**config.mk**
```make
export PLATFORM = sky130hd
export DESIGN_NAME = warp_fetch_arbiter
export DESIGN_NICKNAME = d
export VERILOG_FILES = /design/src/rtl/warp_fetch_arbiter.sv
export SDC_FILE = /design/constraint.sdc
export NUM_CORES = 1
export LEC_CHECK = 0
export BUFFER_PORTS_ARGS = -buffer_cell sky130_fd_sc_hd__buf_2
export CORE_AREA = 2 2 360 362
export CTS_CLUSTER_DIAMETER = 100
export DETAILED_ROUTE_END_ITERATION = 8
export DIE_AREA = 0 0 362 364
export PLACE_DENSITY = 0.34
export SLEW_MARGIN = 20
export SYNTH_ARGS = -nofsm -noshare
export SYNTH_HDL_FRONTEND = slang
export SYNTH_SLANG_ARGS = --single-unit
```
**constraint.sdc**
```tcl
create_clock -name clock -period 7.8 [get_ports clock]
set_input_delay 0.78 -clock clock [delete_from_list [all_inputs] [get_ports clock]]
set_output_delay 0.78 -clock clock [all_outputs]
set_load 0.02 [all_outputs]
```
**src/rtl/warp_fetch_arbiter.sv**
```systemverilog
// Round-robin instruction fetch arbiter for NUM_WARPS warps with per-warp in-flight
// accounting and flush-driven response dropping. Optional perf counters: FETCH_ARB_PERF_EN.
module warp_fetch_arbiter #(
  parameter int ARCH_LEN     = 32,
  parameter int NUM_WARPS    = 8,
  parameter int INST_BITS    = 64,
  parameter int MAX_INFLIGHT = 2
) (
  input  logic                           clock,
  input  logic                           reset,
  input  logic [NUM_WARPS-1:0]           fetch_req_valid,
  input  logic [NUM_WARPS*ARCH_LEN-1:0]  fetch_req_pc,
  output logic [NUM_WARPS-1:0]           fetch_req_ready,
  input  logic [NUM_WARPS-1:0]           flush,
  input  logic                           imem_req_ready,
  output logic                           imem_req_valid,
  output logic [ARCH_LEN-1:0]            imem_req_bits_address,
  output logic [5:0]                     imem_req_bits_tag,
  output logic [1:0]                     imem_req_bits_size,
  output logic                           imem_req_bits_store,
  output logic                           imem_resp_ready,
  input  logic                           imem_resp_valid,
  input  logic [5:0]                     imem_resp_bits_tag,
  input  logic [INST_BITS-1:0]           imem_resp_bits_data,
  output logic [NUM_WARPS-1:0]           fetch_resp_valid,
  input  logic [NUM_WARPS-1:0]           fetch_resp_ready,
  output logic [NUM_WARPS*INST_BITS-1:0] fetch_resp_data
`ifdef FETCH_ARB_PERF_EN
  ,
  output logic [31:0]                    perf_grants,
  output logic [31:0]                    perf_stalls
`endif
);

  localparam int WID = $clog2(NUM_WARPS);
  localparam int CW  = $clog2(MAX_INFLIGHT + 1);
  localparam logic [CW-1:0] MAX_CNT = CW'(MAX_INFLIGHT);

  logic [WID-1:0]       rr_ptr_q, rr_ptr_d;
  logic [CW-1:0]        inflight_q [NUM_WARPS];
  logic [CW-1:0]        inflight_d [NUM_WARPS];
  logic [CW-1:0]        drop_cnt_q [NUM_WARPS];
  logic [CW-1:0]        drop_cnt_d [NUM_WARPS];
  logic [NUM_WARPS-1:0] eligible;
  logic [NUM_WARPS-1:0] warp_inc, warp_dec;
  logic                 grant_found;
  logic [WID-1:0]       grant_id;
  logic [WID-1:0]       resp_id;
  logic                 resp_dropping;
  logic                 req_fire, resp_fire;
  logic                 unused_tag_hi;

  always_comb begin
    eligible = '0;
    for (int w = 0; w < NUM_WARPS; w++) begin
      eligible[w] = fetch_req_valid[w] && !flush[w] && (inflight_q[w] < MAX_CNT) && !reset;
    end
  end

  // Scan starts at rr_ptr; the pointer wraps naturally since NUM_WARPS is a power of two.
  always_comb begin
    grant_found = 1'b0;
    grant_id    = rr_ptr_q;
    for (int i = 0; i < NUM_WARPS; i++) begin
      if (!grant_found && eligible[rr_ptr_q + WID'(i)]) begin
        grant_found = 1'b1;
        grant_id    = rr_ptr_q + WID'(i);
      end
    end
  end

  assign imem_req_valid        = grant_found;
  assign imem_req_bits_address = fetch_req_pc[ARCH_LEN*int'(grant_id) +: ARCH_LEN];
  assign imem_req_bits_tag     = 6'(grant_id);
  assign imem_req_bits_size    = 2'd3;
  assign imem_req_bits_store   = 1'b0;
  assign req_fire              = grant_found && imem_req_ready;

  always_comb begin
    fetch_req_ready = '0;
    if (req_fire) fetch_req_ready[grant_id] = 1'b1;
  end

  assign resp_id         = imem_resp_bits_tag[WID-1:0];
  assign unused_tag_hi   = ^imem_resp_bits_tag[5:WID];
  assign resp_dropping   = drop_cnt_q[resp_id] != '0;
  assign imem_resp_ready = reset || resp_dropping || fetch_resp_ready[resp_id];
  assign resp_fire       = imem_resp_valid && imem_resp_ready;
  assign fetch_resp_data = {NUM_WARPS{imem_resp_bits_data}};

  always_comb begin
    fetch_resp_valid = '0;
    if (imem_resp_valid && !resp_dropping && !reset) fetch_resp_valid[resp_id] = 1'b1;
  end

  // A response for a warp with nothing in flight is a protocol error and leaves counters alone.
  always_comb begin
    rr_ptr_d = req_fire ? grant_id + WID'(1) : rr_ptr_q;
    warp_inc = '0;
    warp_dec = '0;
    for (int w = 0; w < NUM_WARPS; w++) begin
      warp_inc[w]   = req_fire && (grant_id == WID'(w));
      warp_dec[w]   = resp_fire && (resp_id == WID'(w)) && (inflight_q[w] != '0);
      inflight_d[w] = inflight_q[w];
      drop_cnt_d[w] = drop_cnt_q[w];
      if (warp_inc[w] && !warp_dec[w]) inflight_d[w] = inflight_q[w] + CW'(1);
      else if (warp_dec[w] && !warp_inc[w]) inflight_d[w] = inflight_q[w] - CW'(1);
      if (warp_dec[w] && drop_cnt_q[w] != '0) drop_cnt_d[w] = drop_cnt_q[w] - CW'(1);
      if (flush[w]) drop_cnt_d[w] = inflight_d[w];
    end
  end

  always_ff @(posedge clock) begin
    if (reset) begin
      rr_ptr_q <= '0;
      for (int w = 0; w < NUM_WARPS; w++) begin
        inflight_q[w] <= '0;
        drop_cnt_q[w] <= '0;
      end
    end else begin
      rr_ptr_q <= rr_ptr_d;
      for (int w = 0; w < NUM_WARPS; w++) begin
        inflight_q[w] <= inflight_d[w];
        drop_cnt_q[w] <= drop_cnt_d[w];
      end
    end
  end

`ifdef FETCH_ARB_PERF_EN
  logic [31:0] perf_grants_q, perf_grants_d;
  logic [31:0] perf_stalls_q, perf_stalls_d;

  always_comb begin
    perf_grants_d = perf_grants_q;
    perf_stalls_d = perf_stalls_q;
    if (req_fire && perf_grants_q != '1) perf_grants_d = perf_grants_q + 32'd1;
    if (imem_req_valid && !imem_req_ready && perf_stalls_q != '1) perf_stalls_d = perf_stalls_q + 32'd1;
  end

  always_ff @(posedge clock) begin
    if (reset) begin
      perf_grants_q <= '0;
      perf_stalls_q <= '0;
    end else begin
      perf_grants_q <= perf_grants_d;
      perf_stalls_q <= perf_stalls_d;
    end
  end

  assign perf_grants = perf_grants_q;
  assign perf_stalls = perf_stalls_q;
`endif

endmodule

```
Yosys cells after proc, flatten, opt, wreduce, memory -nomap -nowiden
Memory sizes are Yosys's and may differ from the RTL's.
Cells that the tools add are included.

word-level totals
  register bits after elaboration = 3
  output and inout port bits = 571
  bits in latches = 0
  ROM bits = 0
  RAM bits = 32
  memories kept = 2
  input bits = 354

memories
  memory      depth  bits a word  read ports  clocked after memory_dff  wr ports  RTL line  text
  drop_cnt_q  8      2            9           0                         8         42        logic [CW-1:0] drop_cnt_q [NUM_WARPS];
  inflight_q  8      2            8           0                         8         40        logic [CW-1:0] inflight_q [NUM_WARPS];

cells by class
  multiplexer cells = 90
  order comparisons = 20
  shift operators = 1
  reductions and logical operators = 139
  equality and inequality tests = 14
  multiply operators = 0
  bitwise operators = 16
  $add $sub $neg = 32
  divide/modulo/power cells = 0

operators by type and width
  operator             count
  $shiftx 256x9->32    1
  $mux 2               48
  $logic_and 1x1->1    85
  $lt 3x4->1 const B   10
  $reduce_bool 2->1    17
  $logic_not 1->1      33
  $sub 2x1->2 const B  16
  $bmux 1 s3           9
  $eq 3x3->1 const B   8
  $mux 1               22
  $mux 3               7
  $add 2x1->2 const B  8
  $lt 2x2->1 const B   8
  $mux 8               2
  $or 1x1->1           16
  $add 3x3->3 const B  4
  $eq 3x2->1 const B   4
  $add 3x1->3 const B  2
  $add 3x2->3 const B  2
  $demux 1 s3          2
  $eq 3x1->1 const B   2
  $ge 3x1->1 const B   2
  $logic_not 3->1      2
  $logic_or 1x1->1     2

Depth between registers and ports, before layout
  depth in word-level cells = 36
  mapped depth = 21
  mapped depth without buffers = 18

Least setup slack after synthesis
OpenSTA, ideal clock, no wires.

  path type = input to output
  start = input port reset
  end = output port imem_req_bits_address[27]
  stages on the path = 12
  path buffers = 2
  arrival time = 4.051 ns
  setup slack = 2.969 ns
  cell sequence = buf_4 -> or4b_1 -> mux4_2 -> a32o_1 -> a211oi_2 -> a221oi_2 -> o21ai_4 -> inv_2 -> nand2_1 -> clkbuf_1 -> o22ai_1 -> a221oi_1

between the ends
  cells in the longest elaborated chain, start to end = 27
  elaborated cells between the ends (all ways) = 54

RTL lines
  element                       RTL line  text
  start, declared               10        input logic reset,
  $logic_not 1->1 *             56        eligible[w] = fetch_req_valid[w] && !flush[w] && (inflight_q[w] < MAX_CNT) && !reset;
  $logic_and 1x1->1             56
  $bmux 1 s3                    65        if (!grant_found && eligible[rr_ptr_q + WID'(i)]) begin
  $mux 1 (not written as such)  65
  $mux 1                        65
  $logic_not 1->1               65
  $logic_and 1x1->1             65
  $mux 1                        65
  [12 not listed]               --
  $logic_not 1->1               65
  $logic_and 1x1->1             65
  $mux 1                        65
  $logic_not 1->1               65
  $logic_and 1x1->1             65
  $mux 3 *                      65
  net imem_req_bits_tag[1]      18        output logic [5:0] imem_req_bits_tag,
  $shiftx 256x9->32 *           73        assign imem_req_bits_address = fetch_req_pc[ARCH_LEN*int'(grant_id) +: ARCH_LEN];
  end, declared                 17        output logic [ARCH_LEN-1:0] imem_req_bits_address,

The timed path passes the listed nets; every way through them passes the cells marked *. The select of a mux whose other input is x is not followed.

Worst setup path after layout
  start = register rr_ptr_q[1]
  end = output port imem_req_bits_address[14]

between the ends
  cells in the longest elaborated chain, start to end = 25
  elaborated cells between the ends (all ways) = 52

RTL lines
  element                                                               RTL line  text
  start, declared                                                       39        logic [WID-1:0] rr_ptr_q, rr_ptr_d;
  start signal, assigned                                                121       rr_ptr_q <= rr_ptr_d;
  parallel branches: the longest is 23 deep, another holds $add 3x1->3  --
  $mux 3 *                                                              65
  $shiftx 256x9->32 *                                                   73

Mark *: on every way between the ends. The select of a mux whose other input is x is not followed.

==> results_dict.tcl <==
set metrics [dict create \
    status "completed" \
    ys_async_sr_fraction 0 \
    power.density_nw_per_um2 695 \
    wl_met3_mm 6.75 \
    area_delta_synth_final_pct 0.386 \
    endpoint_kind "output port" \
    clk_latency_ps 280 \
    drive_gt1_frac 0.509 \
    cts_setup_buffers 0 \
    h-tree-depth 2 \
    max_freq_mhz 154 \
    dp.cells 2660 \
    muxShareOfSynthArea 0.174 \
    cts.hold.buffers_added 0 \
    drcViolationCount 0 \
    synth_top_family_by_area "buffers and inverters" \
    grt_max_degree 51 \
    leakagePower_nw 3.36 \
    regArea_um2 701 \
    min_path_type "flop to flop" \
    fin_cells 2669 \
    ctsResizeCount 0 \
    finalHoldViolations 0 \
    netlist_area_um2 9720 \
    syn_avg_cell_area_um2 8.19 \
    die_x_um 362 \
    die_area_um2 132000 \
    start_util 0.0757 \
    fin_tns_setup_ps 0 \
    ant_nets 0 \
    core_area_um2 128000 \
    synth_edf_count 0 \
    routed_via_density 2.70 \
    syn_inst 1187 \
    worst_slew_pin_slew_ps 912 \
    cp_max_fo 14 \
    critPathLaunchType "flop" \
    synthXorXnorAreaFrac 0.0272 \
    finalWirelength_mm 46.0 \
    drt_first_iter_violations 421 \
    grt.overflow.total 0 \
    wl_met1_mm 18.5 \
    grt_pass1_wl_mm 60.1 \
    vias 7213 \
    layout_min_cycle_time_ps 6510 \
    grt_setup_unrepaired "false" \
    antenna_found_initial 4 \
    synth_ff_type "dfxtp_1" \
    grt_pass1_vias 7387 \
    totalPowerFinal_mw 6.78 \
    highest_layer "met5" \
    slew_viol_final 0 \
    clock-root-buffer "clkbuf_16" \
    peakVddDrop_uv 420 \
    hpwl_mm 40.5 \
    synth_fa_ha_area_frac 0.0255 \
    holdWs_ps 578 \
    seq_area_frac_synth 0.0721 \
    postPlaceCellArea_um2 9560 \
    clk_pin_slew_ps 60 \
    cts.path.max_buffers 2 \
    setup_viol 0 \
    ys_warn_count 0 \
    cts_tree "built" \
    synth-simple-area-share 0.111 \
    numCtsBuffers 5 \
    max-slew-margin-rel 0.382 \
    routabilityCongestion 0.765 \
    die_h_um 364 \
    clock_skew_ps 7.33 \
    design_area_um2 9760 \
    dr.pass1.iters 5 \
    cp.required_ps 7020 \
    max_cap_viol_count 0 \
    crit_type "flop to output port" \
    portBuffers 339 \
    rows 132 \
    ys_types 73 \
    wl_per_cell_um 17.2 \
    nets 1365 \
    multiInputGateArea_um2 4670 \
    wl_met2_mm 20.0 \
    io_pins 925 \
    arrival_ps 5730 \
    clock_sink_count 35 \
    n_fill_cell 15120 \
    fin_crit_sh 0.834 \
    synth_compound_area_frac 0.139 \
    grt.total_usage 0.0654 \
    synth_seq_cells 35 \
]
==> through the flow <==
step,util,worst slack [ps]
after floorplan,-,2970
after global placement,0.0745,1400
after detailed placement,0.0745,1450
after CTS,0.0760,1130
after global routing,0.0760,841
final,0.0760,1290
==> cells by family after synthesis <==
family                     after synthesis
AOI/OAI and AO/OA                      158
and+or+nand+nor                        182
xor gates and xnor gates                28
buffers and inverters                  615
adders and majority gates               20
muxes                                  147
other                                    2
DFF                                     35
==> report_power, final <==
group	internal, mW	leakage (nW)	total [mW]	switching (mW)
clock	0.184	0.0911	0.266	0.0824
sequential	0.208	0.283	0.246	0.0379
combinational	2.10	2.99	6.27	4.17
total	2.49	3.36	6.78	4.29
==> area by class of cell <==
cell class / instances / share of cell area
flip-flops and latches: 35 / 0.0718
inverters: 44 / 0.0169
clock inverters: 2 / 0.00616
well taps: 1675 / 0.215
clock buffers: 6 / 0.0132
repair buffers: 365 / 0.198
multi-input cells: 541 / 0.479
diodes: 1 / 0.000257
==> cells in the mapped netlist, types with 12 or more instances <==
library cell | instances | share of area
inv_1 | 41 | 0.016
buf_4 | 521 | 0.40
a31oi_1 | 12 | 0.0077
a221oi_2 | 32 | 0.049
o22ai_1 | 40 | 0.026
mux2i_1 | 71 | 0.073
nand2_1 | 21 | 0.0081
xnor2_1 | 20 | 0.018
nor2_1 | 45 | 0.017
nand3_1 | 18 | 0.0093
or3_1 | 19 | 0.012
dfxtp_1 | 35 | 0.072
o21ai_0 | 19 | 0.0098
ha_1 | 19 | 0.024
mux2_2 | 61 | 0.071
a21oi_1 | 15 | 0.0077
nand2b_1 | 15 | 0.0097
clkbuf_1 | 26 | 0.010
==> registers in the layout (all words and copies together), names as in the netlist <==
register / count
drop_cnt_q: 16
rr_ptr_q: 3
inflight_q: 16
==> worst max-delay path, cell delays in order (launching register included) <==
cell and delay, ps:
dfxtp_1 610, inv_1 260, ha_1 650, inv_1 200, mux4_2 550, nand2_1 200, and3_1 260, nand2_1 230
o221ai_2 390, xnor2_4 190, inv_2 160, nand2_2 600, buf_4 330, o22ai_1 100, a221oi_2 340, buf_2 330
==> path summary, 6_finish.rpt <==
path / slack (ps) / cells past startpoint / endpoint / startpoint
worst max-delay path: 1290 / 15 / imem_req_bits_address[14] / rr_ptr_q[1]
worst min-delay path: 580 / 2 / inflight_q[1][3] / inflight_q[1][3]
worst max register to register: 2080 / 18 / drop_cnt_q[7][1] / rr_ptr_q[1]
worst min register to register: 580 / 2 / inflight_q[1][3] / inflight_q[1][3]
==> metal layers <==
metal | track usage | vias to the layer above
li1 | - | 3224
met1 | 0.0785 | 3194
met5 | 0.0123 | -
met4 | 0.0109 | 6
met2 | 0.100 | 732
met3 | 0.0380 | 57
==> cell usage in the layout (no fill, tap or decap), types with 6 or more instances in the layout <==
cell type | netlist | final
or3_1 | 19 | 19
ha_1 | 19 | 19
buf_4 | 521 | 23
or4_1 | 8 | 8
xnor2_1 | 20 | 20
nand2b_1 | 15 | 15
nor3_1 | 11 | 11
nand3b_1 | 7 | 7
nand2_1 | 21 | 19
conb_1 | 2 | 6
nor2_1 | 45 | 43
mux2i_1 | 71 | 71
buf_2 | 11 | 339
a31oi_1 | 12 | 12
o22ai_1 | 40 | 40
o32ai_1 | 6 | 6
nand3_1 | 18 | 18
inv_1 | 41 | 41
xor2_1 | 7 | 7
a21oi_1 | 15 | 15
mux4_2 | 11 | 11
a221oi_2 | 32 | 32
o21ai_0 | 19 | 19
dfxtp_1 | 35 | 35
mux2_2 | 61 | 61
(Power assumes the default switching activity.)
